[config.mk]
export PLATFORM = sky130hd
export DESIGN_NAME = xilinx_spdistram_arbiter
export DESIGN_NICKNAME = d
export VERILOG_FILES = /design/src/rtl/xilinx_spdistram_arbiter.sv
export SDC_FILE = /design/constraint.sdc
export NUM_CORES = 1
export LEC_CHECK = 0
export CAP_MARGIN = 40
export CORE_ASPECT_RATIO = 0.9
export CORE_MARGIN = 2
export CORE_UTILIZATION = 60
export CTS_CLUSTER_DIAMETER = 50
export DETAILED_ROUTE_END_ITERATION = 6
export DONT_BUFFER_PORTS = 1
export PLACE_DENSITY = 0.76
export SLEW_MARGIN = 20
export SYNTH_ARGS = -nofsm -noshare
export SYNTH_HDL_FRONTEND = slang
export SYNTH_SLANG_ARGS = --single-unit
[constraint.sdc]
create_clock -name WCLK -period 1.74 [get_ports WCLK]
set_input_delay 0.261 -clock WCLK [delete_from_list [all_inputs] [get_ports WCLK]]
set_output_delay 0.261 -clock WCLK [all_outputs]
set_load 0.005 [all_outputs]
[src/rtl/xilinx_spdistram_arbiter.sv]
// Two-requester round-robin arbiter/sequencer for a single-port distributed LUT RAM
// (positive-edge write, asynchronous read). One access per WCLK cycle, registered
// read data returned one cycle after the grant.
// Optional feature macro: SPDISTRAM_ARB_CLEAR_EN -- zero-fill sweep of the RAM after reset.
module xilinx_spdistram_arbiter #(
  parameter int ADDR_WIDTH = 6,
  parameter int DATA_WIDTH = 8
) (
  input  logic                  WCLK,
  input  logic                  RST_N,
  input  logic                  REQ0_VALID,
  output logic                  REQ0_READY,
  input  logic                  REQ0_WE,
  input  logic [ADDR_WIDTH-1:0] REQ0_A,
  input  logic [DATA_WIDTH-1:0] REQ0_D,
  output logic                  RSP0_VALID,
  output logic [DATA_WIDTH-1:0] RSP0_D,
  input  logic                  REQ1_VALID,
  output logic                  REQ1_READY,
  input  logic                  REQ1_WE,
  input  logic [ADDR_WIDTH-1:0] REQ1_A,
  input  logic [DATA_WIDTH-1:0] REQ1_D,
  output logic                  RSP1_VALID,
  output logic [DATA_WIDTH-1:0] RSP1_D,
  output logic                  RAM_WE,
  output logic [ADDR_WIDTH-1:0] RAM_A,
  output logic [DATA_WIDTH-1:0] RAM_D,
  input  logic [DATA_WIDTH-1:0] RAM_O,
  output logic                  BUSY
);

  localparam int NUM_REQ = 2;

  typedef enum logic {S_RUN = 1'b0, S_CLEAR = 1'b1} state_t;

  // requesters gathered into packed arrays so the datapath is indexed by lane
  logic [NUM_REQ-1:0]                 w_vld, w_we, w_gnt;
  logic [NUM_REQ-1:0][ADDR_WIDTH-1:0] w_a;
  logic [NUM_REQ-1:0][DATA_WIDTH-1:0] w_d;

  assign w_vld = {REQ1_VALID, REQ0_VALID};
  assign w_we  = {REQ1_WE, REQ0_WE};
  assign w_a   = {REQ1_A, REQ0_A};
  assign w_d   = {REQ1_D, REQ0_D};

  state_t                             r_state, w_state_nxt;
  logic                               r_last_grant;
  logic [ADDR_WIDTH-1:0]              r_last_addr;
  logic [NUM_REQ-1:0]                 r_rsp_vld;
  logic [NUM_REQ-1:0][DATA_WIDTH-1:0] r_rsp_d;

  logic                  w_ram_we, w_busy, w_clr_done;
  logic [ADDR_WIDTH-1:0] w_ram_a, w_clr_a;
  logic [DATA_WIDTH-1:0] w_ram_d;

`ifdef SPDISTRAM_ARB_CLEAR_EN
  localparam state_t RST_STATE = S_CLEAR;
  logic [ADDR_WIDTH-1:0] r_clr_cnt;

  // sweep address counter; wraps back to 0 on the last word
  always_ff @(posedge WCLK or negedge RST_N) begin
    if (!RST_N)                 r_clr_cnt <= '0;
    else if (r_state == S_CLEAR) r_clr_cnt <= r_clr_cnt + 1'b1;
  end

  assign w_clr_done = (r_clr_cnt == '1);
  assign w_clr_a    = r_clr_cnt;
`else
  localparam state_t RST_STATE = S_RUN;
  assign w_clr_done = 1'b1;
  assign w_clr_a    = '0;
`endif

  // state register
  always_ff @(posedge WCLK or negedge RST_N) begin
    if (!RST_N) r_state <= RST_STATE;
    else        r_state <= w_state_nxt;
  end

  // next state, round-robin grant and RAM port mux; nothing is granted while in reset
  always_comb begin
    w_state_nxt = r_state;
    w_gnt       = '0;
    w_ram_we    = 1'b0;
    w_ram_a     = r_last_addr;
    w_ram_d     = '0;
    w_busy      = 1'b0;
    case (r_state)
      S_CLEAR: begin
        w_busy   = 1'b1;
        w_ram_we = RST_N;
        w_ram_a  = w_clr_a;
        if (w_clr_done) w_state_nxt = S_RUN;
      end
      S_RUN: begin
        if (RST_N) begin
          // req0 wins a tie only when req1 had the last grant
          if (w_vld[0] && (!w_vld[1] || r_last_grant)) w_gnt = 2'b01;
          else if (w_vld[1])                           w_gnt = 2'b10;
        end
        if (w_gnt[0]) begin
          w_ram_we = w_we[0];
          w_ram_a  = w_a[0];
          w_ram_d  = w_d[0];
        end else if (w_gnt[1]) begin
          w_ram_we = w_we[1];
          w_ram_a  = w_a[1];
          w_ram_d  = w_d[1];
        end
      end
      default: w_state_nxt = S_RUN;
    endcase
  end

  // round-robin pointer and the address held on the RAM during idle cycles
  always_ff @(posedge WCLK or negedge RST_N) begin
    if (!RST_N) begin
      r_last_grant <= 1'b1;
      r_last_addr  <= '0;
    end else if (|w_gnt) begin
      r_last_grant <= w_gnt[1];
      r_last_addr  <= w_ram_a;
    end
  end

  // read responses: capture the async RAM output at the end of the grant cycle
  always_ff @(posedge WCLK or negedge RST_N) begin
    if (!RST_N) begin
      r_rsp_vld <= '0;
      r_rsp_d   <= '0;
    end else begin
      for (int i = 0; i < NUM_REQ; i++) begin
        r_rsp_vld[i] <= w_gnt[i] & ~w_we[i];
        if (w_gnt[i] && !w_we[i]) r_rsp_d[i] <= RAM_O;
      end
    end
  end

  assign REQ0_READY = w_gnt[0];
  assign REQ1_READY = w_gnt[1];
  assign RSP0_VALID = r_rsp_vld[0];
  assign RSP1_VALID = r_rsp_vld[1];
  assign RSP0_D     = r_rsp_d[0];
  assign RSP1_D     = r_rsp_d[1];
  assign RAM_WE     = w_ram_we;
  assign RAM_A      = w_ram_a;
  assign RAM_D      = w_ram_d;
  assign BUSY       = w_busy;

endmodule

==> flow_summary.yaml, run 1 <==
sta:
  tightestPinTransition_ns: 0.532
  slew_violations: 0
  clock_skew_ns: 0.00417
  fmax_mhz: 580
  fin_crit_ns: 1.72
  rsz0062_at_grt: "true"
  max_slew_margin_pct: 64.4
  setup_viol: 0
  fin_hold_ws_ns: 0.0408
  worst_slack_ns: 0.0171
  timing_hold_violations_final: 0
  period_share_pct: 99.0
clocking:
  clk_latency_ns: 0.31
  numCtsBuffers: 3
  clock_sinks: 25
  tritoncts: "done"
  htree_levels: 1
  clock-root-buffer: "clkbuf_4"
  path_clk_slew_ns: 0.13
  cts.path.max_buffers: 2
die:
  fp.coreArea_um2: 1900
  die-area_um2: 2340
  die_y_um: 46.1
  ios: 78
  start_util_pct: 62.4
  fp.dieW_um: 50.8
  num_rows: 15
synthesis:
  async_flop_share_pct: 100
  synth_compound_area_share_pct: 21.2
  synth_top_family_by_area: "compound AO/OA/AOI/OAI gates"
  synth-adder-area-share_pct: 0
  synth-seq-cells: 25
  yosysWarnings: 0
  syn_nets: 127
  synthFlopType: "dfrtp_1"
  syn_area_per_cell_um2: 13.9
  synth_edf_count: 0
  synthCells: 85
  synth-simple-area-share_pct: 3.81
  synth_xor_area_share_pct: 0
  syn_area_um2: 1180
  synth_mux_area_share_pct: 17.8
  ys_types: 18
  synth.yosys.seq_area_share_pct: 53.0
setup_path:
  critPathLaunchType: "flip-flop"
  cpMaxStageDelayCell: "dfstp_2"
  worstSetupPathType: "flip-flop to output pin"
  cpPeakStageDelay_ns: 0.59
  critPathCaptureType: "output pin"
  crit_arrival_ns: 1.46
  crit_family: "flip-flops"
  cp_cell_sequence: "inv_2, a21oi_4, buf_4, a22o_1"
  crit_fanout: 6
  cp.required_ns: 1.48
  crit_buf_inv: 2
global_route:
  grt_pass1_vias: 763
  grt_max_degree: 26
  gr-total-overflow: 0
  grt_pass1_wl_mm: 3.86
  track_usage_pct: 24.3
  antenna_found_initial: 0
placement:
  post-dp-hpwl_mm: 1.90
  port_buffers: 0
  gp_congestion: 0.681
  post-place-ws_ns: 0.138
power:
  p_int_mw: 0.958
  p_comb_share_pct: 21.7
  swShare_pct: 27.2
  power.share.clock_pct: 19.1
  switchingPower_mw: 0.358
  share_seq_of_total_power_pct: 59.2
  leakage_nw: 0.618
  vdd_drop_max_uv: 790
  total_power_mw: 1.32
  pwr_density_cell_nw_per_um2: 997
cells_and_area:
  drive_gt1_share_pct: 38.5
  area_delta_synth_final_pct: 11.6
  multi_input_area_um2: 524
  final-seq-area_um2: 627
  fillers: 136
  final_common_cell: "dfrtp_1"
  num-nets-final: 139
  antennaDiodeCount: 0
  layout_common_cells: "dfrtp_1, a221o_1, a22o_1"
routing:
  drc_errors: 0
  first_pass_iters: 4
  wl_per_cell_um: 22.5
  drt-total-wl_mm: 2.72
  drt_iter0_drc: 13
  postRouteAntennaNets: 0
  vias_per_cell: 6.57
  via_count: 795
run_status:
  outcome: "finished clean"
worst_hold_path:
  worst_hold_path_type: "input port to flip-flop"
flow_run:
  drv_cap: 0
## per-layer routing
layer | track usage, % | up-vias | share of wire (%)
met1 | 26.1 | 394 | 35
met3 | 8.44 | 2 | 8.3
met4 | 4.86 | 0 | 0.48
met2 | 47.1 | 52 | 56
li1 | - | 347 | -
met5 | 0 | - | 0
## stage by stage
stage | utilization (%) | cells | TNS, ns | instance area (µm²)
2_1_floorplan | - | 85 | 0 | 1180
3_3_place_gp | 64.0 | 109 | 0 | 1210
3_5_place_dp | 64.0 | 109 | 0 | 1210
4_1_cts | 69.2 | 120 | 0 | 1310
5_1_grt | 69.6 | 121 | -0.653 | 1320
6_report | 69.6 | 121 | 0 | 1320
## power by group through the flow
stage / logic [mW] / clock network, mW / registers, mW
final: 0.286 / 0.251 / 0.779
after detailed placement: 0.249 / 0 / 0.794
after CTS: 0.282 / 0.259 / 0.782
after global placement: 0.238 / 0 / 0.788
after floorplan: 0.218 / 0 / 0.766
after global routing: 0.310 / 0.288 / 0.792
## worst reg2reg max path: cells and delay by family, from the launching register on
family          cells  cell delay, ns
compound gates      1            0.49
buf+inv             1            0.06
flops               1            0.59
mux                 1            0.37
## final cells by class
cell class | count | share of cell area [%]
sequential | 25 | 47.5
tap | 25 | 2.37
clock inverter | 1 | 0.379
multi-input combinational | 52 | 39.7
timing repair buffer | 13 | 7.77
clock buffer | 3 | 1.71
inverter | 2 | 0.569
## worst paths after layout
kind | start | slack [ns] | to | depth (start not counted)
max | r_last_grant | 0.02 | RAM_D[6] | 4
min | REQ1_WE | 0.04 | r_rsp_vld[1] | 1
max reg2reg | r_last_grant | 0.12 | RSP0_D[1] | 3
min reg2reg | RSP1_D[7] | 0.55 | RSP1_D[7] | 1
max in group asynchronous | RST_N | 0.92 | r_last_grant | 2
min in group asynchronous | RST_N | 0.44 | RSP1_D[5] | 2
## kinds of logic (layout without fill, tap and decap cells)
family / after synthesis / after routing
other: 1 / 1
AOI/OAI and AO/OA: 27 / 27
and+or+nand+nor: 8 / 8
buffers and inverters: 8 / 19
DFF: 25 / 25
muxes: 16 / 16
## Yosys cell counts, types with 2 or more instances
master | count | area (µm²)
and2_1 | 6 | 37.5
mux2_2 | 8 | 90.1
a221o_1 | 12 | 120
a22o_1 | 9 | 78.8
nand2_1 | 2 | 7.51
inv_1 | 2 | 7.51
a21oi_1 | 2 | 10.0
dfrtp_1 | 24 | 601
buf_2 | 4 | 20.0
mux2_4 | 8 | 120
## flip-flops by register name, indices dropped and copies added (netlist names)
name          cells
r_last_addr       6
RSP1_D            8
RSP0_D            8
r_last_grant      1
r_rsp_vld         2
## timing repair
| item | in CTS | in global routing |
|---|---|---|
| cloned | 1 | 0 |
| setup buffers | 5 | 0 |
| hold buffers | 1 | 1 |
| endpoints found under the setup margin | 15 | 15 |
| gates resized for setup | 6 | 1 |
| pin swaps | 2 | 2 |
| hold endpoints to repair | 25 | 24 |
No activity file was read; power rests on OpenSTA's default activity.
==> run 2, diff against run 1 <==
CORE_UTILIZATION = 54   (was 60)
CTS_CLUSTER_SIZE = 14   (was unset)
PLACE_DENSITY = 0.72   (was 0.76)
clock period = 1.4 ns   (was 1.74 ns; I/O delays follow)
==> flow_summary.yaml, run 2 (synthesis results as in run 1) <==
run_status:
  outcome: "complete, but fails checks"
  violations: "negative setup slack"
sta:
  timing_hold_violations_final: 0
  fmax_mhz: 606
  tightestPinTransition_ns: 0.541
  period_share_pct: 118
  setup_viol: 32
  fin_crit_ns: 1.65
  worst_slack_ns: -0.251
  rsz0062_at_grt: "true"
  clock_skew_ns: 0.00254
  slew_violations: 0
  max_slew_margin_pct: 63.9
worst_hold_path:
  hold_depth: 1
  hp-start: "REQ1_A[3]"
  worst_hold_path_type: "input port to flip-flop"
cells_and_area:
  final_common_cell: "dfrtp_1"
  fillers: 145
  antennaDiodeCount: 0
  num-nets-final: 145
  stdcell_area_um2: 1450
  drive_gt1_share_pct: 41.2
  stdcell_count: 129
  layout_common_cells: "dfrtp_1, mux2_4, a221o_1"
  area_delta_synth_final_pct: 22.5
clocking:
  htree_levels: 1
  tritoncts: "done"
  cts.path.max_buffers: 2
  path_clk_slew_ns: 0.13
  clk_latency_ns: 0.31
  numCtsBuffers: 3
  clock_sinks: 25
  clock-root-buffer: "clkbuf_4"
setup_path:
  cp.depth: 4
  startpoint: "r_last_grant"
  worstSetupPathType: "flip-flop to output pin"
  cp.required_ns: 1.19
  r2r_start: "r_last_grant"
  critPathCaptureType: "output pin"
  cpMaxStageDelayCell: "dfstp_2"
  rr_worst_depth: 5
  cp_cell_sequence: "inv_2, a21oi_4, buf_6, a22o_1"
  cpPeakStageDelay_ns: 0.58
  crit_buf_inv: 2
  crit_fanout: 6
  crit_family: "flip-flops"
  critPathLaunchType: "flip-flop"
  crit_arrival_ns: 1.44
  reg2reg_slack_ns: -0.22
routing:
  drt_iter0_drc: 17
  drt-total-wl_mm: 2.94
  vias_per_cell: 6.58
  drc_errors: 0
  postRouteAntennaNets: 0
  wl_per_cell_um: 22.8
  via_count: 849
  first_pass_iters: 4
global_route:
  use_met3_pct: 5.25
  grt_max_degree: 26
  grt_pass1_wl_mm: 4.09
  track_usage_pct: 22.4
  gr-total-overflow: 0
  antenna_found_initial: 0
  use_met1_pct: 27.7
  grt-busiest-layer: "met2"
  grt_pass1_vias: 851
  met2_usage_pct: 38.3
power:
  leakage_nw: 0.688
  pwr_density_cell_nw_per_um2: 1180
  vdd_drop_max_uv: 797
die:
  die-area_um2: 2580
  die_y_um: 48.4
  ios: 78
  fp.dieW_um: 53.3
  num_rows: 16
  start_util_pct: 55.7
  fp.coreArea_um2: 2120
placement:
  post-dp-hpwl_mm: 1.92
  dpl.cell_count: 114
  place_area_um2: 1260
  port_buffers: 0
  gp_congestion: 0.755
flow_run:
  drv_cap: 0
-- run 2: area by class of cell --
class	instances	area (µm²)	share of cell area [%]
inverters	2	7.51	0.518
clock buffers	4	26.3	1.81
repair buffers	19	200	13.8
multi-input cells	52	554	38.3
well taps	27	33.8	2.33
flip-flops and latches	25	627	43.3
-- run 2: per-layer routing --
metal  vias up  share of wire [%]
met5         -                  0
met3         4                8.6
met1       432                 37
met4         0                1.1
li1        357                  -
met2        56                 53
-- run 2: worst paths after layout --
path / endpoint
setup / recovery: RAM_D[0]
hold / removal: r_last_addr[3]
setup reg to reg: RSP1_D[7]
hold reg to reg: RSP1_D[7]
max in group asynchronous: r_last_grant
min in group asynchronous: RSP0_D[4]
-- run 2: repair_timing --
item | CTS | global route
hold buffers | 1 | 1
resized for setup | 8 | 11
endpoints found under the hold margin | 25 | 24
pin swaps | 6 | 6
endpoints found under the setup margin | 24 | 35
setup buffers | 5 | 1
gates cloned | 2 | 1
-- run 2: through the flow --
step	setup WS, ns	utilization, %	total power [mW]	hold slack (ns)	setup TNS (ns)
floorplan	-0.0129	-	1.22	-0.0856	-0.191
global placement	-0.00236	59.5	1.29	-0.0851	-0.0146
detailed placement	-0.0243	59.5	1.31	-0.0850	-0.145
CTS	-0.254	64.7	1.67	0.0245	-5.15
global route	-0.311	68.3	1.80	0.00762	-8.14
finish	-0.251	68.3	1.71	0.0332	-6.73
-- run 2: where the power goes --
group	total, mW	switching [mW]	internal, mW
Combinational	0.427	0.152	0.276
Sequential	0.969	0.103	0.866
Clock	0.316	0.205	0.111
Total	1.71	0.460	1.25
